## src/rtl/stream_vec_pkg.sv

```systemverilog
// Shared types and width helpers for the ping-pong vector collector.
package stream_vec_pkg;

  typedef enum logic [1:0] {EMPTY, FILLING, FULL} bank_state_t;

  // Width of an element index counter; never narrower than one bit.
  function automatic int cnt_w(input int n);
    return (n < 2) ? 1 : $clog2(n);
  endfunction

  localparam int DEF_N     = 3;
  localparam int DEF_CNT_W = cnt_w(DEF_N);

endpackage

```

## src/rtl/vector_bank.sv

```systemverilog
// One storage bank: N elements, fill state and latched length.
// state   | meaning
// EMPTY   | no data; storage reads as zero
// FILLING | at least one element written, vector not complete
// FULL    | vector complete, held for the consumer
module vector_bank
  import stream_vec_pkg::*;
#(
  parameter int BITS  = 8,
  parameter int N     = 3,
  parameter int CNT_W = cnt_w(N),
  parameter int LEN_W = $clog2(N + 1)
) (
  input  logic             clk,
  input  logic             reset,
  input  logic             wr_en,
  input  logic             wr_done,
  input  logic [CNT_W-1:0] wr_idx,
  input  logic [BITS-1:0]  wr_data,
  input  logic             rd_ack,
  output bank_state_t      state,
  output logic [BITS-1:0]  data [N],
  output logic [LEN_W-1:0] len
);

  bank_state_t      state_q, state_d;
  logic [BITS-1:0]  mem_q [N];
  logic [BITS-1:0]  mem_d [N];
  logic [LEN_W-1:0] len_q, len_d;

  always_comb begin
    state_d = state_q;
    mem_d   = mem_q;
    len_d   = len_q;
    if (wr_en) begin
      mem_d[wr_idx] = wr_data;
      state_d       = FILLING;
      if (wr_done) begin
        state_d = FULL;
        len_d   = LEN_W'(wr_idx) + LEN_W'(1);
      end
    end
    // Clearing on release keeps unwritten slots of a short vector at zero.
    if (rd_ack) begin
      state_d = EMPTY;
      len_d   = '0;
      for (int i = 0; i < N; i++) mem_d[i] = '0;
    end
  end

  always_ff @(posedge clk) begin
    if (reset) begin
      state_q <= EMPTY;
      len_q   <= '0;
      for (int i = 0; i < N; i++) mem_q[i] <= '0;
    end else begin
      state_q <= state_d;
      len_q   <= len_d;
      for (int i = 0; i < N; i++) mem_q[i] <= mem_d[i];
    end
  end

  assign state = state_q;
  assign data  = mem_q;
  assign len   = len_q;

endmodule

```

## src/rtl/stream_in_vector_ping_pong.sv

```systemverilog
// Serial-to-vector collector with two ping-pong banks and valid/ready on both sides.
module stream_in_vector_ping_pong
  import stream_vec_pkg::*;
#(
  parameter int BITS = 8,
  parameter int N    = 3
) (
  input  logic                     clk,
  input  logic                     reset,
  input  logic                     in_valid,
  output logic                     in_ready,
  input  logic                     in_last,
  input  logic [BITS-1:0]          b,
  output logic                     out_valid,
  input  logic                     out_ready,
  output logic [BITS-1:0]          a [N],
  output logic [$clog2(N+1)-1:0]   out_len,
  output logic                     overflow
);

  localparam int CNT_W = cnt_w(N);
  localparam int LEN_W = $clog2(N + 1);

  logic             wr_bank_q, wr_bank_d;
  logic             rd_bank_q, rd_bank_d;
  logic [CNT_W-1:0] count_q, count_d;
  logic             overflow_q, overflow_d;

  bank_state_t      bank_state [2];
  logic [BITS-1:0]  bank_data  [2][N];
  logic [LEN_W-1:0] bank_len   [2];

  logic accept, done, rd_ack;

  assign in_ready  = (bank_state[wr_bank_q] != FULL);
  assign out_valid = (bank_state[rd_bank_q] == FULL);
  assign accept    = in_valid && in_ready;
  assign done      = accept && (in_last || (count_q == CNT_W'(N - 1)));
  assign rd_ack    = out_valid && out_ready;

  always_comb begin
    count_d    = count_q;
    wr_bank_d  = wr_bank_q;
    rd_bank_d  = rd_bank_q;
    overflow_d = overflow_q || (in_valid && !in_ready);
    if (done) begin
      count_d   = '0;
      wr_bank_d = !wr_bank_q;
    end else if (accept) begin
      count_d = count_q + CNT_W'(1);
    end
    if (rd_ack) rd_bank_d = !rd_bank_q;
  end

  always_ff @(posedge clk) begin
    if (reset) begin
      count_q    <= '0;
      wr_bank_q  <= 1'b0;
      rd_bank_q  <= 1'b0;
      overflow_q <= 1'b0;
    end else begin
      count_q    <= count_d;
      wr_bank_q  <= wr_bank_d;
      rd_bank_q  <= rd_bank_d;
      overflow_q <= overflow_d;
    end
  end

  for (genvar g = 0; g < 2; g++) begin : g_bank
    vector_bank #(.BITS(BITS), .N(N), .CNT_W(CNT_W), .LEN_W(LEN_W)) u_bank (
      .clk     (clk),
      .reset   (reset),
      .wr_en   (accept && (wr_bank_q == 1'(g))),
      .wr_done (done && (wr_bank_q == 1'(g))),
      .wr_idx  (count_q),
      .wr_data (b),
      .rd_ack  (rd_ack && (rd_bank_q == 1'(g))),
      .state   (bank_state[g]),
      .data    (bank_data[g]),
      .len     (bank_len[g])
    );
  end

  assign a        = bank_data[rd_bank_q];
  assign out_len  = bank_len[rd_bank_q];
  assign overflow = overflow_q;

endmodule

```

## config.mk

```make
export PLATFORM = sky130hd
export DESIGN_NAME = stream_in_vector_ping_pong
export DESIGN_NICKNAME = d
export VERILOG_FILES = /design/src/rtl/stream_vec_pkg.sv /design/src/rtl/vector_bank.sv /design/src/rtl/stream_in_vector_ping_pong.sv
export SDC_FILE = /design/constraint.sdc
export NUM_CORES = 1
export LEC_CHECK = 0
export ABC_AREA = 1
export CAP_MARGIN = 10
export CORE_MARGIN = 2
export CORE_UTILIZATION = 40
export DETAILED_ROUTE_END_ITERATION = 8
export GPL_TIMING_DRIVEN = 0
export PLACE_DENSITY = 0.61
export SYNTH_ARGS = -nofsm -noshare
export SYNTH_HDL_FRONTEND = slang
export SYNTH_SLANG_ARGS = --single-unit
```

## constraint.sdc

```tcl
create_clock -name clk -period 2.98 [get_ports clk]
set_clock_uncertainty 0.05 [all_clocks]
set_input_delay 0.447 -clock clk [delete_from_list [all_inputs] [get_ports clk]]
set_output_delay 0.447 -clock clk [all_outputs]
set_load 0.02 [all_outputs]
```

**Word level (Yosys, flattened, before mapping)**

Cells that the tools add are included.
W data, S select, Z words.

- $add $sub $neg: 1
- $lt $le $gt $ge: 4
- Equal/unequal tests: 3
- Muxes and demuxes: 18
- Bitwise gates (word level): 5
- Reductions and logical operators: 21

Operators by type and width:

| operator | number |
|---|---|
| $mux W24 | 3 |
| $bwmux W24 | 2 |
| $mux W2 | 11 |
| $demux W8 S2 | 1 |
| $logic_and A1 B1 Y1 | 11 |
| $mux W8 | 1 |
| $reduce_or A2 Y1 | 3 |
| $eq A2 B2 Y1 const B | 2 |
| $ge A2 B2 Y1 const B | 2 |
| $not A1 Y2 | 2 |
| $reduce_and A2 Y1 | 2 |
| $ge A3 B3 Y1 const B | 1 |
| $logic_not A1 Y1 | 3 |
| $lt A3 B1 Y1 const B | 1 |
| $not A2 Y3 | 1 |
| $add A2 B1 Y2 const B | 1 |
| $logic_or A1 B1 Y1 | 2 |
| $ne A2 B2 Y1 const B | 1 |
| $not A1 Y1 | 2 |

- Register bits after elaboration: 61
- Output and inout port bits: 29
- Logic and storage cells: 66

**Logic depth before layout (Yosys ltp)**

- Depth in word-level cells: 9
- Mapped depth: 9
- Gate-level depth less buffers: 9

**Hierarchy**

Synthesis repeated with hierarchy kept, for this count alone.

- Cell total of the unflattened synthesis: 489
- Area, all modules: 3104.2 µm²

By module, submodules not included:

| module | instances | cells each | area each (µm²) |
|---|---|---|---|
| vector_bank | 2 | 180 | 1228.7 |
| stream_in_vector_ping_pong | 1 | 129 | 646.9 |

**Least setup slack after synthesis**

Ideal clock, no wire load.

- Path type: register to output
- Start: register g_bank[0].u_bank.state_q[0]
- End: output out_valid
- Arrival: 1.025 ns
- Slack: 1.458 ns
- Cell stages (with the launch flop): 4
- Cell sequence: dfxtp_1 > inv_1 > nand2_2 > o21ai_0

- Cells in the longest elaborated chain, start to end: 4

Ends and longest elaborated chain:

| item | line | source |
|---|---|---|
| start: declaration | vector_bank.sv:26 | `bank_state_t state_q, state_d;` |
| start signal: assignment | vector_bank.sv:57 | `state_q <= state_d;` |
| $mux W2 (not written as such) (3 in a row) | stream_in_vector_ping_pong.sv:36 | `assign out_valid = (bank_state[rd_bank_q] == FULL);` |
| $eq A2 B2 Y1 | stream_in_vector_ping_pong.sv:36 |  |
| end: declaration | stream_in_vector_ping_pong.sv:14 | `output logic out_valid,` |

No other way between the ends. The select of a mux whose other input is x is not followed.

==> metrics.md <==
| Metric | Value |
|---|---|
| Status | `finished clean` |
| Synth Instances | `378` |
| YS warnings | `0` |
| RSZ-0062 raised after global routing | `false` |
| Routed wire length per instance | `13.6 um` |
| Setup violators final | `0` |
| Clk slew on worst S/H paths | `0.07 ns` |
| Synth Flop Type | `dfxtp_1` |
| Vias in the first global route | `2279` |
| Worst Hold Class | `reg2reg` |
| Placed insts | `498` |
| Setup Crit Path Kind | `reg2out` |
| Initial core utilization | `0.411` |
| CP dominant cell by count | `nand2_1` |
| Die W | `87.1 um` |
| Area added between synthesis and finish | `25.0%` |
| Crit end category | `primary output` |
| Final period util | `0.896` |
| Worst path bufs/invs | `3` |
| Sequence of cells on the critical path | `inv_2, clkbuf_1, nand2_1, nand2_1, clkdlybuf4s50_1` |
| Vias per cell | `4.92` |
| Worst path slowest cell | `clkdlybuf4s50_1` |
| Final Max Tran Viols | `0` |
| Cell area after synthesis | `0.00276 sq mm` |
| Final Hold Fails | `0` |
| Congestion Overflow GR | `0` |
| # resized after CTS | `0` |
| GRT Util Overall | `0.200` |
| Largest net degree at the start of global routing | `11` |
| Router iterations before antenna repair | `5` |
| Hold Slack | `0.409 ns` |
| Max FO, Critical Path | `10` |
| I/O Buffers | `40` |
| Power per cell area | `550 mW/mm^2` |
| Final Net Count | `445` |
| Worst vdd ir | `238 uV` |
| Final cell count without fillers | `513` |
| Seq/Total Area, Yosys | `0.442` |
| Synth area leaders | `dfxtp_1 44%, nand2_1 26%, a21oi_1 10%` |
| Clock root cell | `clkbuf_8` |
| Post-CTS setup buffers | `0` |
| Remaining DRCs | `0` |
| Pint | `1.37 mW` |
| Antenna violations before repair | `0` |
| Post-route antenna net violation count | `0` |
| Kind of cell adding the most delay to the critical path | `buffers and inverters` |
| Count leader, synth | `nand2_1` |
| Yosys reg bits | `61` |
| Die height | `87.1 um` |
| Num rows | `30` |
| Routed WL | `6990 um` |
| Switching share of power | `0.280` |
| Clock power share | `0.383` |
| Detailed placer's ending HPWL | `4820 um` |
| EDFF count, synth | `0` |
| Crit path arrival time | `2.17 ns` |
| Worst rel slew slack | `0.596` |
| Worst-Margin Slew | `0.607 ns` |
| DR iter-0 viols | `177` |
| Async SR Flop Fraction | `0` |
| Ant. Diodes | `0` |
| Min cycle time layout | `2.67 ns` |
| Sequential share of power | `0.457` |
| Die area | `0.00758 sq mm` |
| P_leak | `1.36 nW` |
| Max Clk Rate | `375 MHz` |
| Max Cap Viol | `0` |
| Post-Syn Nets | `394` |
| Post-synth cell types | `28` |
| Core area | `0.00672 sq mm` |
| Io pins | `42` |
| # clock sinks | `61` |
| CTS tree | `done` |
| Synth top area share | `0.442` |
| Comb pwr share | `0.160` |
| Critical Path RT | `2.48 ns` |
| Routability cong. | `0.857` |
| Worst-Skew Late Latency | `0.34 ns` |
| Pre-CTS WS | `0.683 ns` |
| Worst path max stage delay | `0.61 ns` |
| DR vias | `2524` |
| Total number of H-tree levels | `3` |
| Startpoint Class | `flip-flop` |
| Synth top cells by count | `194 x nand2_1, 61 x dfxtp_1, 55 x a21oi_1` |
| Post-synth top area cell | `dfxtp_1` |
| Global-route wire length before repair | `11600 um` |
| Clk buf depth | `2` |
| Final Worst Setup Slack | `0.310 ns` |
| Hold Buf Count CTS | `0` |
| Sw Pwr | `531 uW` |
| CTS Buf Count | `9` |
| Share of cells above drive strength 1 | `0.104` |
| Setup TNS Final | `0 ns` |
| Syn avg cell area | `7.30 sq um` |
-- cell type report --
cell class | count | area (sq um)
inverter | 22 | 101
buffer | 12 | 97.6
sequential | 61 | 1220
tap | 80 | 100
multi-input combinational | 283 | 1340
timing repair buffer | 40 | 400
clock inverter | 4 | 48.8
clock buffer | 11 | 141
fill | 672 | 3270
-- cell usage in the layout, fill, tap and decap left out, drive strengths merged --
| cell type | n |
|---|---|
| a21oi | 56 |
| buf | 8 |
| clkinv | 8 |
| o22ai | 1 |
| nand2 | 197 |
| nor2 | 7 |
| bufinv | 1 |
| ha | 3 |
| nand3 | 6 |
| o21ai | 4 |
| nand4 | 9 |
| clkdlybuf4s50 | 40 |
| dfxtp | 61 |
| inv | 17 |
| clkbuf | 15 |
-- power by group through the flow --
| stage | registers (mW) | clock network [mW] | logic (mW) |
|---|---|---|---|
| 5_1_grt | 0.869 | 0.775 | 0.334 |
| 3_3_place_gp | 0.883 | 0 | 0.304 |
| 2_1_floorplan | 0.883 | 0 | 0.191 |
| 6_report | 0.866 | 0.726 | 0.304 |
| 4_1_cts | 0.866 | 0.737 | 0.307 |
| 3_5_place_dp | 0.884 | 0 | 0.306 |
-- layer usage --
layer,GRT usage,vias up,wire length [um],share of wire
met5,0,-,0,0
met4,0.0810,0,103,0.015
met3,0.0379,8,377,0.054
met2,0.297,63,3030,0.43
met1,0.285,1145,3480,0.50
li1,-,1308,-,-
-- registers in the layout, summed over array words and instances (netlist names) --
signal,cells
rd_bank_q,1
g_bank.u_bank.state,4
g_bank.u_bank.data,48
overflow,1
wr_bank_q,1
count_q,2
g_bank.u_bank.len,4
-- cells by family (layout without fill, tap and decap cells) --
| kind of cell | Yosys count | in the layout | synth area share |
|---|---|---|---|
| buffers and inverters | 34 | 89 | 0.0721 |
| adders and majority gates | 3 | 3 | 0.0136 |
| and+or+nand+nor | 219 | 219 | 0.355 |
| DFF | 61 | 61 | 0.442 |
| AOI/OAI and AO/OA | 61 | 61 | 0.117 |
-- stage by stage --
step / total power, mW / area [sq um] / utilization
floorplan: 1.07 / 2760 / -
global placement: 1.19 / 3260 / 0.485
detailed placement: 1.19 / 3260 / 0.485
CTS: 1.91 / 3450 / 0.514
global route: 1.98 / 3450 / 0.514
finish: 1.90 / 3450 / 0.514
-- tightest hold or removal path: stages (launching register included) --
cell     delay (ns)
dfxtp_1        0.31
inv_1          0.05
a21oi_1        0.06
-- final timing paths --
kind / endpoint / slack [ns] / from / cells past startpoint
setup / recovery: a[23] / 0.31 / rd_bank_q / 5
hold / removal: overflow / 0.41 / overflow / 2
setup reg to reg: g_bank[0].u_bank.len[0] / 1.34 / count_q[0] / 7
hold reg to reg: overflow / 0.41 / overflow / 2
Power figures use the tool's default switching activity.
==> edit 1: new RTL, config.mk and constraints unchanged <==
`N` is set to 3 in 2 places; all go to 2.
--- a/src/rtl/vector_bank.sv
+++ b/src/rtl/vector_bank.sv
@@ -9,3 +9,3 @@
   parameter int BITS  = 8,
-  parameter int N     = 3,
+  parameter int N     = 2,
   parameter int CNT_W = cnt_w(N),
--- a/src/rtl/stream_in_vector_ping_pong.sv
+++ b/src/rtl/stream_in_vector_ping_pong.sv
@@ -5,3 +5,3 @@
   parameter int BITS = 8,
-  parameter int N    = 3
+  parameter int N    = 2
 ) (
Interface: changed (resized a); port bits go from 42 to 34. No check against the original RTL was run, so the function may have changed too.
==> edit 1 against the unedited design <==
  * Utilization grew 0.59 points
  * Cell area shrank 29%
  * Wire length shrank 35%
  * Synthesized cell count shrank 34%
  * Sequential cell count shrank 17
  * Sequential share of layout area grew 0.75 points
  * Global-route usage shrank 1.5 points
  * Power shrank 27%
  * Setup slack gained 0.10 ns
  * Clock power shrank 45%
  * Synthesized area shrank 30%
  * Highest routed layer unchanged
  * Final cell count shrank 33%
==> edit 1: results (changes against the unedited design) <==
* Status: finished, final reports clean
* Synthesized area per cell at 7.830 um^2 (+7.2%)
* Via count at 1661 (-34%)
* Crit path arrival time at 2.07 ns (-0.10 ns)
* Input/output buffers at 33 (-18%)
* Met3 Usage GRT at 4.527% (+0.74 points)
* Met2 usage at 28.08% (-1.6 points)
* Per-cell routed wire length at 13.22 um (-2.9%)
* Unique masters post-synth at 25 (-11%)
* Synthesized net count at 261 (-34%)
* Top post-synthesis cells by count: o21ai_0 (47), dfxtp_1 (44), inv_1 (42)
* Vias in the first global route at 1572 (-31%)
* Max FFs per register at 32 (-33%)
* Largest cells by area after synthesis: dfxtp_1 (45%), o21ai_0 (12%), a21oi_1 (9.8%), inv_1 (8.1%), nand2_1 (6.8%)
* CTS Buf Count at 5 (-4)
* Router iterations before antenna repair at 4 (-1)
* Slew HR at 65.65% (+6.1 points)
* Routability cong. at 0.7860 (-8.2%)
* First-pass GRT wire length at 7.527 mm (-35%)
* Clk Latency, worst-skew pair at 0.29 ns (-0.05 ns)
* Area growth syn-to-layout at 25.52%
* Layout Nets at 301 (-32%)
* Largest net degree at the start of global routing at 15 (+4)
* CTS H-tree lvls at 2 (-1)
* Hpwl dp at 3.265 mm (-32%)
* Via/cell ratio at 4.843 (-1.6%)
==> edit 1: per-layer routing <==
metal	share of wire, %	up-vias
met2	46	33
met5	0	-
met4	1.3	0
li1	-	889
met1	48	734
met3	4.7	5
==> edit 1: critical path: stages (launching register included) <==
cell and delay (ns):
dfxtp_1 0.33, buf_4 0.17, clkbuf_1 0.43, nand2_1 0.09, o21ai_0 0.12, clkdlybuf4s50_1 0.65
==> edit 1: power breakdown <==
part,switching (uW),total (uW),internal (uW)
sequential,24.2,661,636
clock,209,397,188
combinational,188,323,136
==> edit 1: area by class of cell <==
cell class                      count  area (um^2)
Sequential cell                    44        880.8
Inverter                           45        171.4
Buffer                             11        87.58
Multi-Input combinational cell    148        802.0
Fill cell                         482         2255
Timing Repair Buffer               33        330.3
Clock buffer                        6        82.58
Clock inverter                      2        15.01
Tap cell                           54        67.56
==> edit 1: logic make-up after synthesis <==
logic type	share of synthesized area (%)
AOI/OAI and AO/OA	24.87
and+or+nand+nor	16.43
buffers and inverters	13.34
DFF	45.36
==> edit 1: worst paths after layout <==
check,from,endpoint,slack [ns],cells past startpoint
worst min-delay path,g_bank[1].u_bank.data[6],g_bank[1].u_bank.data[6],0.40,2
worst max register to register,rd_bank_q,g_bank[1].u_bank.data[3],1.56,7
worst max-delay path,rd_bank_q,a[0],0.41,5
worst min register to register,g_bank[1].u_bank.data[6],g_bank[1].u_bank.data[6],0.40,2
==> edit 2: new RTL, same flow settings <==
Without the edit above. Reset style: asynchronous (`reset`), changed in 2 clocked blocks.
--- a/src/rtl/vector_bank.sv
+++ b/src/rtl/vector_bank.sv
@@ -50,3 +50,3 @@
 
-  always_ff @(posedge clk) begin
+  always_ff @(posedge clk or posedge reset) begin
     if (reset) begin
--- a/src/rtl/stream_in_vector_ping_pong.sv
+++ b/src/rtl/stream_in_vector_ping_pong.sv
@@ -54,3 +54,3 @@
 
-  always_ff @(posedge clk) begin
+  always_ff @(posedge clk or posedge reset) begin
     if (reset) begin
Check against the original RTL: differs if reset is asserted again (counterexample within 4 cycles, from zero or initial values and one cycle with reset high); with reset held inactive, the same outputs for 4 cycles.
==> edit 2 against the unedited design <==
  * Synthesized area increased by 11%
  * Fmax is 2.7% lower
  * Cell area up 11%
  * Sequential cell count is the same
  * Non-clock buffer count increased by 10
  * Via count up 12%
  * Setup slack worse by 0.075 ns
  * Wire length up 22%
  * Critical path type unchanged
  * Critical endpoint is now a[4]
  * Highest routed layer unchanged
Power is not compared: it rests on default switching activity, and its combinational part moved more than twofold at a synthesized area within 25%.
==> edit 2: results (changes against the unedited design) <==
* Status: finished, final reports clean
* RR Endpoint: g_bank[0].u_bank.data[17]
* Inverter count at 26 (+18%)
* Via/cell ratio at 5.072 (+3.1%)
* Synthesized net count at 414 (+5.1%)
* Worst Setup SP: rd_bank_q
* Post-synth ARST share at 100.0% (+100 points)
* Router iterations before antenna repair at 4 (-1)
* Largest cells by area after synthesis: dfrtp_1 (50%), nand2_1 (21%), nand3_1 (15%), inv_1 (2.9%), buf_6 (1.8%)
* Data buffer area share at 14.73% (+0.30 points)
* Routability cong. at 0.8235 (-3.9%)
* Detailed router's first-iteration violation count at 180 (+1.7%)
* Seq area share at 39.93% (+4.5 points)
* First-pass GRT wire length at 14.21 mm (+23%)
* Layout Nets at 467 (+4.9%)
* Register area share after synthesis at 49.63% (+5.4 points)
* Per-cell routed wire length at 15.33 um (+12%)
* WL met1 at 3.854 mm (+11%)
* GRT met1 Usage at 31.13% (+2.6 points)
* Top FF cell, synth: dfrtp_1
* Unique masters post-synth at 22 (-21%)
* Top post-synthesis cells by count: nand2_1 (172), nand3_1 (93), dfrtp_1 (61)
* Vias in the first global route at 2773 (+22%)
* Depth of the most critical reg-to-reg path at 5 (-2)
* ClkCell Share at 5.041% (-0.47 points)
* Non-clock buffers at 62 (+19%)
* FILL cells at 728 (+8.3%)
* WL met2 at 3.867 mm (+28%)
* WL met3 at 605 um (+60%)
* Cells after Synth at 398 (+5.3%)
* Reg-to-reg startpoint: count_q[0]
* #MultiIn Comb at 291 (+2.8%)
* Post-route setup slack at 0.2351 ns (-0.07499 ns)
* Input/output buffers at 41 (+2.5%)
* Dpl cells at 539 (+8.2%)
* Crit path capture: a[4]
* R2r setup slk at 1.21 ns (-0.13 ns)
* Area of placed instances at 3630 um^2 (+11%)
* Gate power share at 50.3%
* Final Instance Area at 3822 um^2 (+11%)
* Met3 Usage GRT at 3.040% (-0.75 points)
* Hold_ws at 0.4039 ns (-0.005175 ns)
* Largest net degree at the start of global routing at 42 (+31)
* Met2 usage at 33.21% (+3.5 points)
* Share of post-route cells with drive strength above 1 at 9.211% (-1.2 points)
* Hpwl dp at 5.884 mm (+22%)
* Slew HR at 60.11% (+0.55 points)
* Multi-input logic area at 1316 um^2 (-1.8%)
* Pre-CTS setup slack at 0.5501 ns (-0.1333 ns)
* Synthesized area per cell at 7.727 um^2 (+5.8%)
* Worst min path class: in -> async
* Layout clock buffer count at 12 (+1)
* GRT Total Usage at 21.92% (+1.9 points)
* Non-filler instance count after layout at 555 (+8.2%)
edit 2: cell count changes in the layout (fill, tap and decap cells not counted), moves of 2 or more:
| cell | delta |
|---|---|
| dfxtp_1 | -61 |
| a21oi_1 | -54 |
| nand4_2 | +3 |
| nand4_1 | +3 |
| clkinv_2 | -3 |
| nand4_4 | -6 |
| clkinv_4 | -3 |
| dfrtp_1 | +61 |
| buf_4 | +2 |
| nand2_1 | -22 |
| inv_1 | +9 |
| nand3_1 | +89 |
| buf_2 | +5 |
edit 2: cells by family after synthesis:
logic type	synth area share (%)
AO/OA/AOI/OAI	0.7323
adder cells (fa/ha/maj)	1.221
flip-flops	49.63
AND/OR/NAND/NOR	40.85
buffers and inverters	7.567
edit 2: worst max-delay path, delay by kind of cell (launching register included):
kind          cells  cell delay (ns)
simple gates      2             0.19
buf+inv           4             1.35
flops             1             0.38
